[src/rtl/apb_rr_arbiter_if.sv]
// APB port bundle used on both the requester side and the downstream side
// of apb_rr_arbiter.
interface apb_rr_arbiter_if #(
    parameter int ADDR_W = 32,
    parameter int DATA_W = 32
);
    logic [ADDR_W-1:0] paddr;
    logic [DATA_W-1:0] pwdata;
    logic              pwrite;
    logic              psel;
    logic              penable;
    logic              pready;
    logic [DATA_W-1:0] prdata;

    modport master (
        output paddr,
        output pwdata,
        output pwrite,
        output psel,
        output penable,
        input  pready,
        input  prdata
    );

    modport slave (
        input  paddr,
        input  pwdata,
        input  pwrite,
        input  psel,
        input  penable,
        output pready,
        output prdata
    );
endinterface

[src/rtl/apb_rr_arbiter.sv]
// Two-requester APB arbiter: captures the winning transfer, replays it
// downstream with registered outputs and returns the response to the winner.
module apb_rr_arbiter #(
    parameter int ADDR_W     = 32,
    parameter int DATA_W     = 32,
    parameter bit FIXED_PRIO = 1'b0
) (
    input  logic             clk_a,
    input  logic             rst,
    apb_rr_arbiter_if.slave  m0,
    apb_rr_arbiter_if.slave  m1,
    apb_rr_arbiter_if.master s,
    output logic [1:0]       grant,
    output logic             busy
);

    typedef enum logic [1:0] {
        IDLE,
        SETUP,
        ACCESS,
        RESP
    } state_e;

    state_e state_q, state_d;

    logic [1:0]        grant_q, grant_d;
    logic [1:0]        hold_q, hold_d;
    logic [1:0]        rdy_q, rdy_d;
    logic              last_q, last_d;
    logic              busy_q, busy_d;
    logic              spsel_q, spsel_d;
    logic              spen_q, spen_d;
    logic [ADDR_W-1:0] addr_q, addr_d;
    logic [DATA_W-1:0] wdata_q, wdata_d;
    logic              write_q, write_d;
    logic [DATA_W-1:0] rd0_q, rd0_d;
    logic [DATA_W-1:0] rd1_q, rd1_d;

    logic [1:0] psel;
    logic [1:0] pen;
    logic [1:0] req;
    logic       win;

    assign psel = {m1.psel, m0.psel};
    assign pen  = {m1.penable, m0.penable};
    // A held requester only blocks while it still shows penable from the
    // transfer it just finished; a fresh setup phase rearms it at once.
    assign req  = psel & ~(hold_q & pen);

    always_comb begin
        state_d = state_q;
        grant_d = grant_q;
        hold_d  = hold_q & pen;
        rdy_d   = 2'b00;
        last_d  = last_q;
        busy_d  = busy_q;
        spsel_d = spsel_q;
        spen_d  = spen_q;
        addr_d  = addr_q;
        wdata_d = wdata_q;
        write_d = write_q;
        rd0_d   = rd0_q;
        rd1_d   = rd1_q;
        win     = 1'b0;

        unique case (state_q)
            IDLE: begin
                unique case (req)
                    2'b01:   win = 1'b0;
                    2'b10:   win = 1'b1;
                    2'b11:   win = FIXED_PRIO ? 1'b0 : ~last_q;
                    default: win = 1'b0;
                endcase
                if (|req) begin
                    grant_d = win ? 2'b10 : 2'b01;
                    addr_d  = win ? m1.paddr : m0.paddr;
                    wdata_d = win ? m1.pwdata : m0.pwdata;
                    write_d = win ? m1.pwrite : m0.pwrite;
                    spsel_d = 1'b1;
                    busy_d  = 1'b1;
                    state_d = SETUP;
                end
            end
            SETUP: begin
                spen_d  = 1'b1;
                state_d = ACCESS;
            end
            ACCESS: begin
                if (s.pready) begin
                    spsel_d = 1'b0;
                    spen_d  = 1'b0;
                    rdy_d   = grant_q;
                    if (grant_q[1]) rd1_d = s.prdata;
                    else            rd0_d = s.prdata;
                    state_d = RESP;
                end
            end
            RESP: begin
                hold_d  = (hold_q & pen) | grant_q;
                last_d  = grant_q[1];
                grant_d = 2'b00;
                busy_d  = 1'b0;
                state_d = IDLE;
            end
            default: state_d = IDLE;
        endcase
    end

    always_ff @(posedge clk_a or posedge rst) begin
        if (rst) begin
            state_q <= IDLE;
            grant_q <= 2'b00;
            hold_q  <= 2'b00;
            rdy_q   <= 2'b00;
            last_q  <= 1'b1;
            busy_q  <= 1'b0;
            spsel_q <= 1'b0;
            spen_q  <= 1'b0;
            addr_q  <= '0;
            wdata_q <= '0;
            write_q <= 1'b0;
            rd0_q   <= '0;
            rd1_q   <= '0;
        end else begin
            state_q <= state_d;
            grant_q <= grant_d;
            hold_q  <= hold_d;
            rdy_q   <= rdy_d;
            last_q  <= last_d;
            busy_q  <= busy_d;
            spsel_q <= spsel_d;
            spen_q  <= spen_d;
            addr_q  <= addr_d;
            wdata_q <= wdata_d;
            write_q <= write_d;
            rd0_q   <= rd0_d;
            rd1_q   <= rd1_d;
        end
    end

    assign s.paddr   = addr_q;
    assign s.pwdata  = wdata_q;
    assign s.pwrite  = write_q;
    assign s.psel    = spsel_q;
    assign s.penable = spen_q;

    assign m0.pready = rdy_q[0];
    assign m0.prdata = rd0_q;
    assign m1.pready = rdy_q[1];
    assign m1.prdata = rd1_q;

    assign grant = grant_q;
    assign busy  = busy_q;

endmodule

[src/flat_wrapper.sv]
// flat-port wrapper written by rule: the top's interface ports become plain ports
module apb_rr_arbiter_flat 
#(
    parameter int ADDR_W     = 32,
    parameter int DATA_W     = 32,
    parameter bit FIXED_PRIO = 1'b0
)
  (clk_a, rst, grant, busy, m0_paddr, m0_pwdata, m0_pwrite, m0_psel, m0_penable, m0_pready, m0_prdata, m1_paddr, m1_pwdata, m1_pwrite, m1_psel, m1_penable, m1_pready, m1_prdata, s_paddr, s_pwdata, s_pwrite, s_psel, s_penable, s_pready, s_prdata);
  apb_rr_arbiter_if #(.ADDR_W(ADDR_W), .DATA_W(DATA_W)) m0_i ();
  apb_rr_arbiter_if #(.ADDR_W(ADDR_W), .DATA_W(DATA_W)) m1_i ();
  apb_rr_arbiter_if #(.ADDR_W(ADDR_W), .DATA_W(DATA_W)) s_i ();
  input  logic clk_a;
  input  logic rst;
  output logic [1:0] grant;
  output logic busy;
  input wire logic [$bits(m0_i.paddr)-1:0] m0_paddr;
  input wire logic [$bits(m0_i.pwdata)-1:0] m0_pwdata;
  input wire logic [$bits(m0_i.pwrite)-1:0] m0_pwrite;
  input wire logic [$bits(m0_i.psel)-1:0] m0_psel;
  input wire logic [$bits(m0_i.penable)-1:0] m0_penable;
  output wire logic [$bits(m0_i.pready)-1:0] m0_pready;
  output wire logic [$bits(m0_i.prdata)-1:0] m0_prdata;
  input wire logic [$bits(m1_i.paddr)-1:0] m1_paddr;
  input wire logic [$bits(m1_i.pwdata)-1:0] m1_pwdata;
  input wire logic [$bits(m1_i.pwrite)-1:0] m1_pwrite;
  input wire logic [$bits(m1_i.psel)-1:0] m1_psel;
  input wire logic [$bits(m1_i.penable)-1:0] m1_penable;
  output wire logic [$bits(m1_i.pready)-1:0] m1_pready;
  output wire logic [$bits(m1_i.prdata)-1:0] m1_prdata;
  output wire logic [$bits(s_i.paddr)-1:0] s_paddr;
  output wire logic [$bits(s_i.pwdata)-1:0] s_pwdata;
  output wire logic [$bits(s_i.pwrite)-1:0] s_pwrite;
  output wire logic [$bits(s_i.psel)-1:0] s_psel;
  output wire logic [$bits(s_i.penable)-1:0] s_penable;
  input wire logic [$bits(s_i.pready)-1:0] s_pready;
  input wire logic [$bits(s_i.prdata)-1:0] s_prdata;
  assign m0_i.paddr = m0_paddr;
  assign m0_i.pwdata = m0_pwdata;
  assign m0_i.pwrite = m0_pwrite;
  assign m0_i.psel = m0_psel;
  assign m0_i.penable = m0_penable;
  assign m0_pready = m0_i.pready;
  assign m0_prdata = m0_i.prdata;
  assign m1_i.paddr = m1_paddr;
  assign m1_i.pwdata = m1_pwdata;
  assign m1_i.pwrite = m1_pwrite;
  assign m1_i.psel = m1_psel;
  assign m1_i.penable = m1_penable;
  assign m1_pready = m1_i.pready;
  assign m1_prdata = m1_i.prdata;
  assign s_paddr = s_i.paddr;
  assign s_pwdata = s_i.pwdata;
  assign s_pwrite = s_i.pwrite;
  assign s_psel = s_i.psel;
  assign s_penable = s_i.penable;
  assign s_i.pready = s_pready;
  assign s_i.prdata = s_prdata;
  apb_rr_arbiter #(.ADDR_W(ADDR_W), .DATA_W(DATA_W), .FIXED_PRIO(FIXED_PRIO)) u_core (.clk_a(clk_a), .rst(rst), .m0(m0_i), .m1(m1_i), .s(s_i), .grant(grant), .busy(busy));
endmodule
[config.mk]
export PLATFORM = sky130hd
export DESIGN_NAME = apb_rr_arbiter_flat
export DESIGN_NICKNAME = d
export VERILOG_FILES = /design/src/rtl/apb_rr_arbiter_if.sv /design/src/rtl/apb_rr_arbiter.sv /design/src/flat_wrapper.sv
export SDC_FILE = /design/constraint.sdc
export NUM_CORES = 1
export LEC_CHECK = 0
export BUFFER_PORTS_ARGS = -buffer_cell sky130_fd_sc_hd__buf_2
export CAP_MARGIN = 25
export CORE_ASPECT_RATIO = 0.5
export CORE_MARGIN = 2
export CORE_UTILIZATION = 45
export DETAILED_ROUTE_END_ITERATION = 10
export MAX_ROUTING_LAYER = met4
export PLACE_DENSITY = 0.8
export SYNTH_ARGS = -nofsm -noshare
export SYNTH_HDL_FRONTEND = slang
export SYNTH_SLANG_ARGS = --single-unit
export TNS_END_PERCENT = 10
[constraint.sdc]
create_clock -name clk_a -period 5.6 [get_ports clk_a]
set_input_delay 1.12 -clock clk_a [delete_from_list [all_inputs] [get_ports clk_a]]
set_output_delay 1.12 -clock clk_a [all_outputs]
set_load 0.01 [all_outputs]
### Word level (Yosys, flattened, before mapping)

Cells that the tools add are included.

| word-level totals | value |
|---|---|
| register bits | 141 |
| bits of input ports | 169 |
| word-level logic and storage cells | 57 |

| cells by class | value |
|---|---|
| equality and inequality tests | 7 |
| muxes and demuxes | 19 |
| bitwise operators | 6 |
| reductions and logical operators | 12 |

Operators with widths:

| cell | count |
|---|---|
| 32-bit two-way mux | 2 |
| 2-bit two-way mux | 7 |
| 3-bit AND reduction | 3 |
| 2-bit equality test (second input constant) | 4 |
| 1-bit case mux with 2 select lines | 4 |
| 2-bit case mux with 4 select lines | 1 |
| 2-bit AND reduction | 4 |
| 2-bit nonzero test | 3 |
| 2-bit AND | 2 |
| 1-bit two-way mux | 4 |
| 2-bit case mux with 2 select lines | 1 |
| 2-bit by 1-bit equality test with 1-bit output (second input constant) | 1 |
| 2-bit zero test | 1 |
| 2-bit by 1-bit != test with 1-bit output (second input constant) | 1 |
| 2-bit != test (second input constant) | 1 |
| 1-bit inverter | 2 |
| 2-bit inverter | 1 |
| 2-bit OR | 1 |
| 2-bit OR reduction | 1 |

### Longest topological paths before layout

| depth | value |
|---|---|
| depth after elaboration | 9 |
| mapped depth | 8 |
| gate-level depth less buffers | 6 |

### Worst setup path before layout

OpenSTA, ideal clock, no wires.

| timing path | value |
|---|---|
| kind | input-to-reg |
| start | in m1_psel |
| end | reg u_core.state_q[1] |
| setup time | 125 ps |
| data arrival time | 2034 ps |
| path slack | 3441 ps |
| cell stages on the path | 4 |
| buffers on the path | 0 |
| path through | a21boi_0 -> nor3_2 -> a21oi_1 -> mux2_2 |

| between the ends | value |
|---|---|
| word-level cells in the longest chain between the ends | 4 |

Ends and longest elaborated chain:

| item | line | text |
|---|---|---|
| start: declaration | flat_wrapper.sv:26 | `input wire logic [$bits(m1_i.psel)-1:0] m1_psel;` |
| 2-bit AND | apb_rr_arbiter.sv:48 | `assign req = psel & ~(hold_q & pen);` |
| 2-bit OR reduction | apb_rr_arbiter.sv:74 | `if (\|req) begin` |
| 2-bit by 1-bit != test with 1-bit output (no line) | n/a |  |
| 2-bit AND reduction (no line) | n/a |  |
| end signal: assignment | apb_rr_arbiter.sv:125 | `state_q <= state_d;` |
| end: declaration | apb_rr_arbiter.sv:24 | `state_e state_q, state_d;` |

Every way passes these cells.
A chain may end at the register's enable or synchronous reset.

### Worst setup path in the final report

| timing path | value |
|---|---|
| start | in m1_penable |
| end | reg u_core.wdata_q[7], in the netlist u_core.s.pwdata[7] |

| between the ends | value |
|---|---|
| word-level cells in the longest chain between the ends | 7 |

Ends and longest elaborated chain:

| item | line | text |
|---|---|---|
| start: declaration | flat_wrapper.sv:27 | `input wire logic [$bits(m1_i.penable)-1:0] m1_penable;` |
| 2-bit AND * | apb_rr_arbiter.sv:48 |  |
| 2-bit inverter * | apb_rr_arbiter.sv:48 |  |
| 2-bit AND * | apb_rr_arbiter.sv:48 |  |
| 2-bit equality test | apb_rr_arbiter.sv:68 | `unique case (req)` |
| 1-bit case mux with 2 select lines | apb_rr_arbiter.sv:68 |  |
| 1-bit two-way mux | apb_rr_arbiter.sv:66 | `unique case (state_q)` |
| 32-bit two-way mux | apb_rr_arbiter.sv:77 | `wdata_d = win ? m1.pwdata : m0.pwdata;` |
| end signal: assignment | apb_rr_arbiter.sv:134 | `wdata_q <= wdata_d;` |
| end: declaration | apb_rr_arbiter.sv:34 | `logic [DATA_W-1:0] wdata_q, wdata_d;` |

Mark *: on every way between the ends. The rest lies on a longest branch, timed or not. The select of a mux whose other input is x is not followed.

==> impl_metrics.json <==
{
  "status": "finished, final reports clean",
  "drtIter0Drc": 285,
  "setup_viol": 0,
  "path_clk_slew_ns": 0.06,
  "total_power_mw": 4.75,
  "clockBufferDepth": 2,
  "fp.coreArea_sq_um": 12700,
  "grt_busiest_layer": "met2",
  "fmax_mhz": 390,
  "syn-num-nets": 720,
  "drv_slew": 0,
  "routedWlPerCell_um": 15.2,
  "avgSynthCellArea_sq_um": 10.8,
  "powerDensity_nw_per_um2": 586,
  "yosys.cell_types.count": 30,
  "cts_hold_buffers": 0,
  "antenna_found_initial": 0,
  "critPathCaptureType": "flop",
  "grt_use_met2_pct": 40.1,
  "hp-class": "flop to flop",
  "rows": 29,
  "wirelength_um": 15600,
  "grtUsageTotal_pct": 22.7,
  "fin_nets": 1015,
  "synth_cells": 546,
  "grt_max_degree": 98,
  "synth-seq-cells": 141,
  "skew_ns": 0.0139,
  "clkLatencyLatePin_ns": 0.41,
  "rsz0062_at_grt": "no",
  "cts-resized-gates": 0,
  "post_cts_buffers": 0,
  "cts_tree": "built",
  "first_pass_iters": 6,
  "root_buffer": "clkbuf_16",
  "critPathRequiredTime_ns": 5.91,
  "area_growth_pct": 37.2,
  "tightest_slew_ns": 0.851,
  "ys_warn_count": 0,
  "die_h_um": 85.1,
  "die_area_sq_um": 14100,
  "startpoint_type": "input port",
  "start_util_pct": 46.4,
  "drive_gt1_share_pct": 48.7,
  "grtUsageMet3_pct": 4.71,
  "io-pin-count": 305,
  "netlist_area_sq_um": 5910,
  "htreeDepth": 4,
  "cts_inserted_buffers": 17,
  "yosysSeqAreaShare_pct": 59.7,
  "antenna_left": 0,
  "grt_pass1_vias": 5098,
  "min_period_ns": 2.56,
  "setup_ws_ns": 3.04,
  "antennaDiodeCount": 0,
  "use_met1_pct": 26.5,
  "crit_arrival_ns": 2.88,
  "vias": 5034,
  "dp_hpwl_um": 11400,
  "place_ws_ns": 2.60,
  "critical_path_class": "input port to flop",
  "drc_errors": 0,
  "grt_overflow": 0,
  "viasPerCell": 4.92,
  "tns_ns": 0,
  "hold_ws_ns": 0.496,
  "die_w_um": 166,
  "critPathMaxFanout": 37,
  "cap_violations": 0,
  "gp_congestion": 0.868,
  "port_buffers": 304,
  "max-vdd-ir-drop_v": 0.000254,
  "finalCritPeriodShare_pct": 45.8,
  "relSlewSlack_pct": 43.3,
  "finalHoldViolCount": 0,
  "grt_first_pass_wirelength_um": 24900,
  "leakage_nw": 4.07,
  "cts.sink_count": 141
}
## sequential cells by signal, summed over array words and instances, names as in the netlist
| name | cells |
|---|---|
| u_core.busy | 1 |
| u_core.s.pwdata | 32 |
| u_core.s.paddr | 32 |
| u_core.m0.prdata | 32 |
| u_core.m1.prdata | 32 |
| u_core.rdy_q | 2 |
| u_core.s.psel | 1 |
| u_core.grant | 2 |
| u_core.last_q | 1 |
| u_core.s.pwrite | 1 |
| u_core.state_q | 2 |
| u_core.hold_q | 2 |
| u_core.s.penable | 1 |
## cells in the mapped netlist
master / n / area share (%)
dfrtp_1: 140 / 59
nand2_1: 136 / 8.6
nor2_1: 68 / 4.3
a31oi_1: 65 / 6.9
mux2_2: 65 / 12
buf_2: 18 / 1.5
inv_1: 7 / 0.44
o21ai_0: 6 / 0.51
buf_1: 5 / 0.32
buf_4: 5 / 0.63
buf_6: 5 / 0.95
ha_1: 5 / 1.1
a21bo_2: 2 / 0.34
a21oi_1: 2 / 0.17
clkbuf_1: 2 / 0.13
a211oi_1: 1 / 0.13
a21boi_0: 1 / 0.13
a21boi_1: 1 / 0.13
a21oi_2: 1 / 0.15
a21oi_4: 1 / 0.28
a22o_1: 1 / 0.15
and3_1: 1 / 0.11
dfstp_2: 1 / 0.44
mux2i_1: 1 / 0.17
nand3_1: 1 / 0.085
nand3b_1: 1 / 0.13
nor3_2: 1 / 0.17
o21ai_1: 1 / 0.085
o2bb2ai_1: 1 / 0.15
o32a_1: 1 / 0.17
## power by group
group	switching [mW]	internal (mW)
logic	1.02	0.849
registers	0.266	1.53
clock network	0.432	0.653
## cells by family (layout without fill, tap and decap cells)
family | count (synthesis) | count (layout) | synth area share, %
compound gates | 84 | 84 | 9.25
fa+ha+maj | 5 | 5 | 1.06
buf+inv | 42 | 349 | 4.00
flops | 141 | 141 | 59.7
mux | 66 | 66 | 12.6
simple gates | 208 | 208 | 13.4
## cell type report
type | count | area [sq um]
repair buffers | 311 | 1600
clock inverters | 14 | 148
clock buffers | 17 | 425
well taps | 170 | 213
flip-flops and latches | 141 | 3530
inverters | 7 | 31.3
multi-input cells | 363 | 2160
fillers | 1065 | 4630
## worst max-delay path: stages
cell and delay (ns):
buf_2 0.11, a21bo_2 0.22, a21oi_4 0.60, buf_4 0.49
nand2_1 0.11, a31oi_1 0.21
## routing by layer
layer  vias up  wire [um]
met5         -          0
met4         0        325
met3        30        606
met2       145       8190
met1      2417       6460
li1       2442          -
## final timing paths
check | from | end | slack, ns | cells after the start
min | u_core.m1.prdata[0] | u_core.m1.prdata[0] | 0.50 | 1
min reg2reg | u_core.m1.prdata[0] | u_core.m1.prdata[0] | 0.50 | 1
min in group asynchronous | rst | u_core.m1.prdata[25] | 0.88 | 2
max reg2reg | u_core.hold_q[1] | u_core.s.pwdata[7] | 3.43 | 5
max | m1_penable | u_core.s.pwdata[7] | 3.04 | 6
max in group asynchronous | rst | u_core.s.pwdata[20] | 3.55 | 3
## placed cells by master, fill, tap and decap left out, types with 3 or more instances in the layout
master      instances
a31oi_1            65
buf_2             304
buf_4               5
clkbuf_16          17
clkinv_2            3
clkinv_4            3
clkinvlp_4          5
dfrtp_1           140
ha_1                5
inv_1               6
mux2_2             65
nand2_1           136
nor2_1             68
o21ai_0             6
## through the flow
step                      util [%]  std cells  area, sq um
after floorplan                  -        546         5910
after global placement        59.0        991         7520
after detailed placement      59.2        992         7540
after CTS                     63.7       1023         8110
after global routing          63.7       1023         8110
final                         63.7       1023         8110
Note: power is estimated with default switching activity, not from simulation.
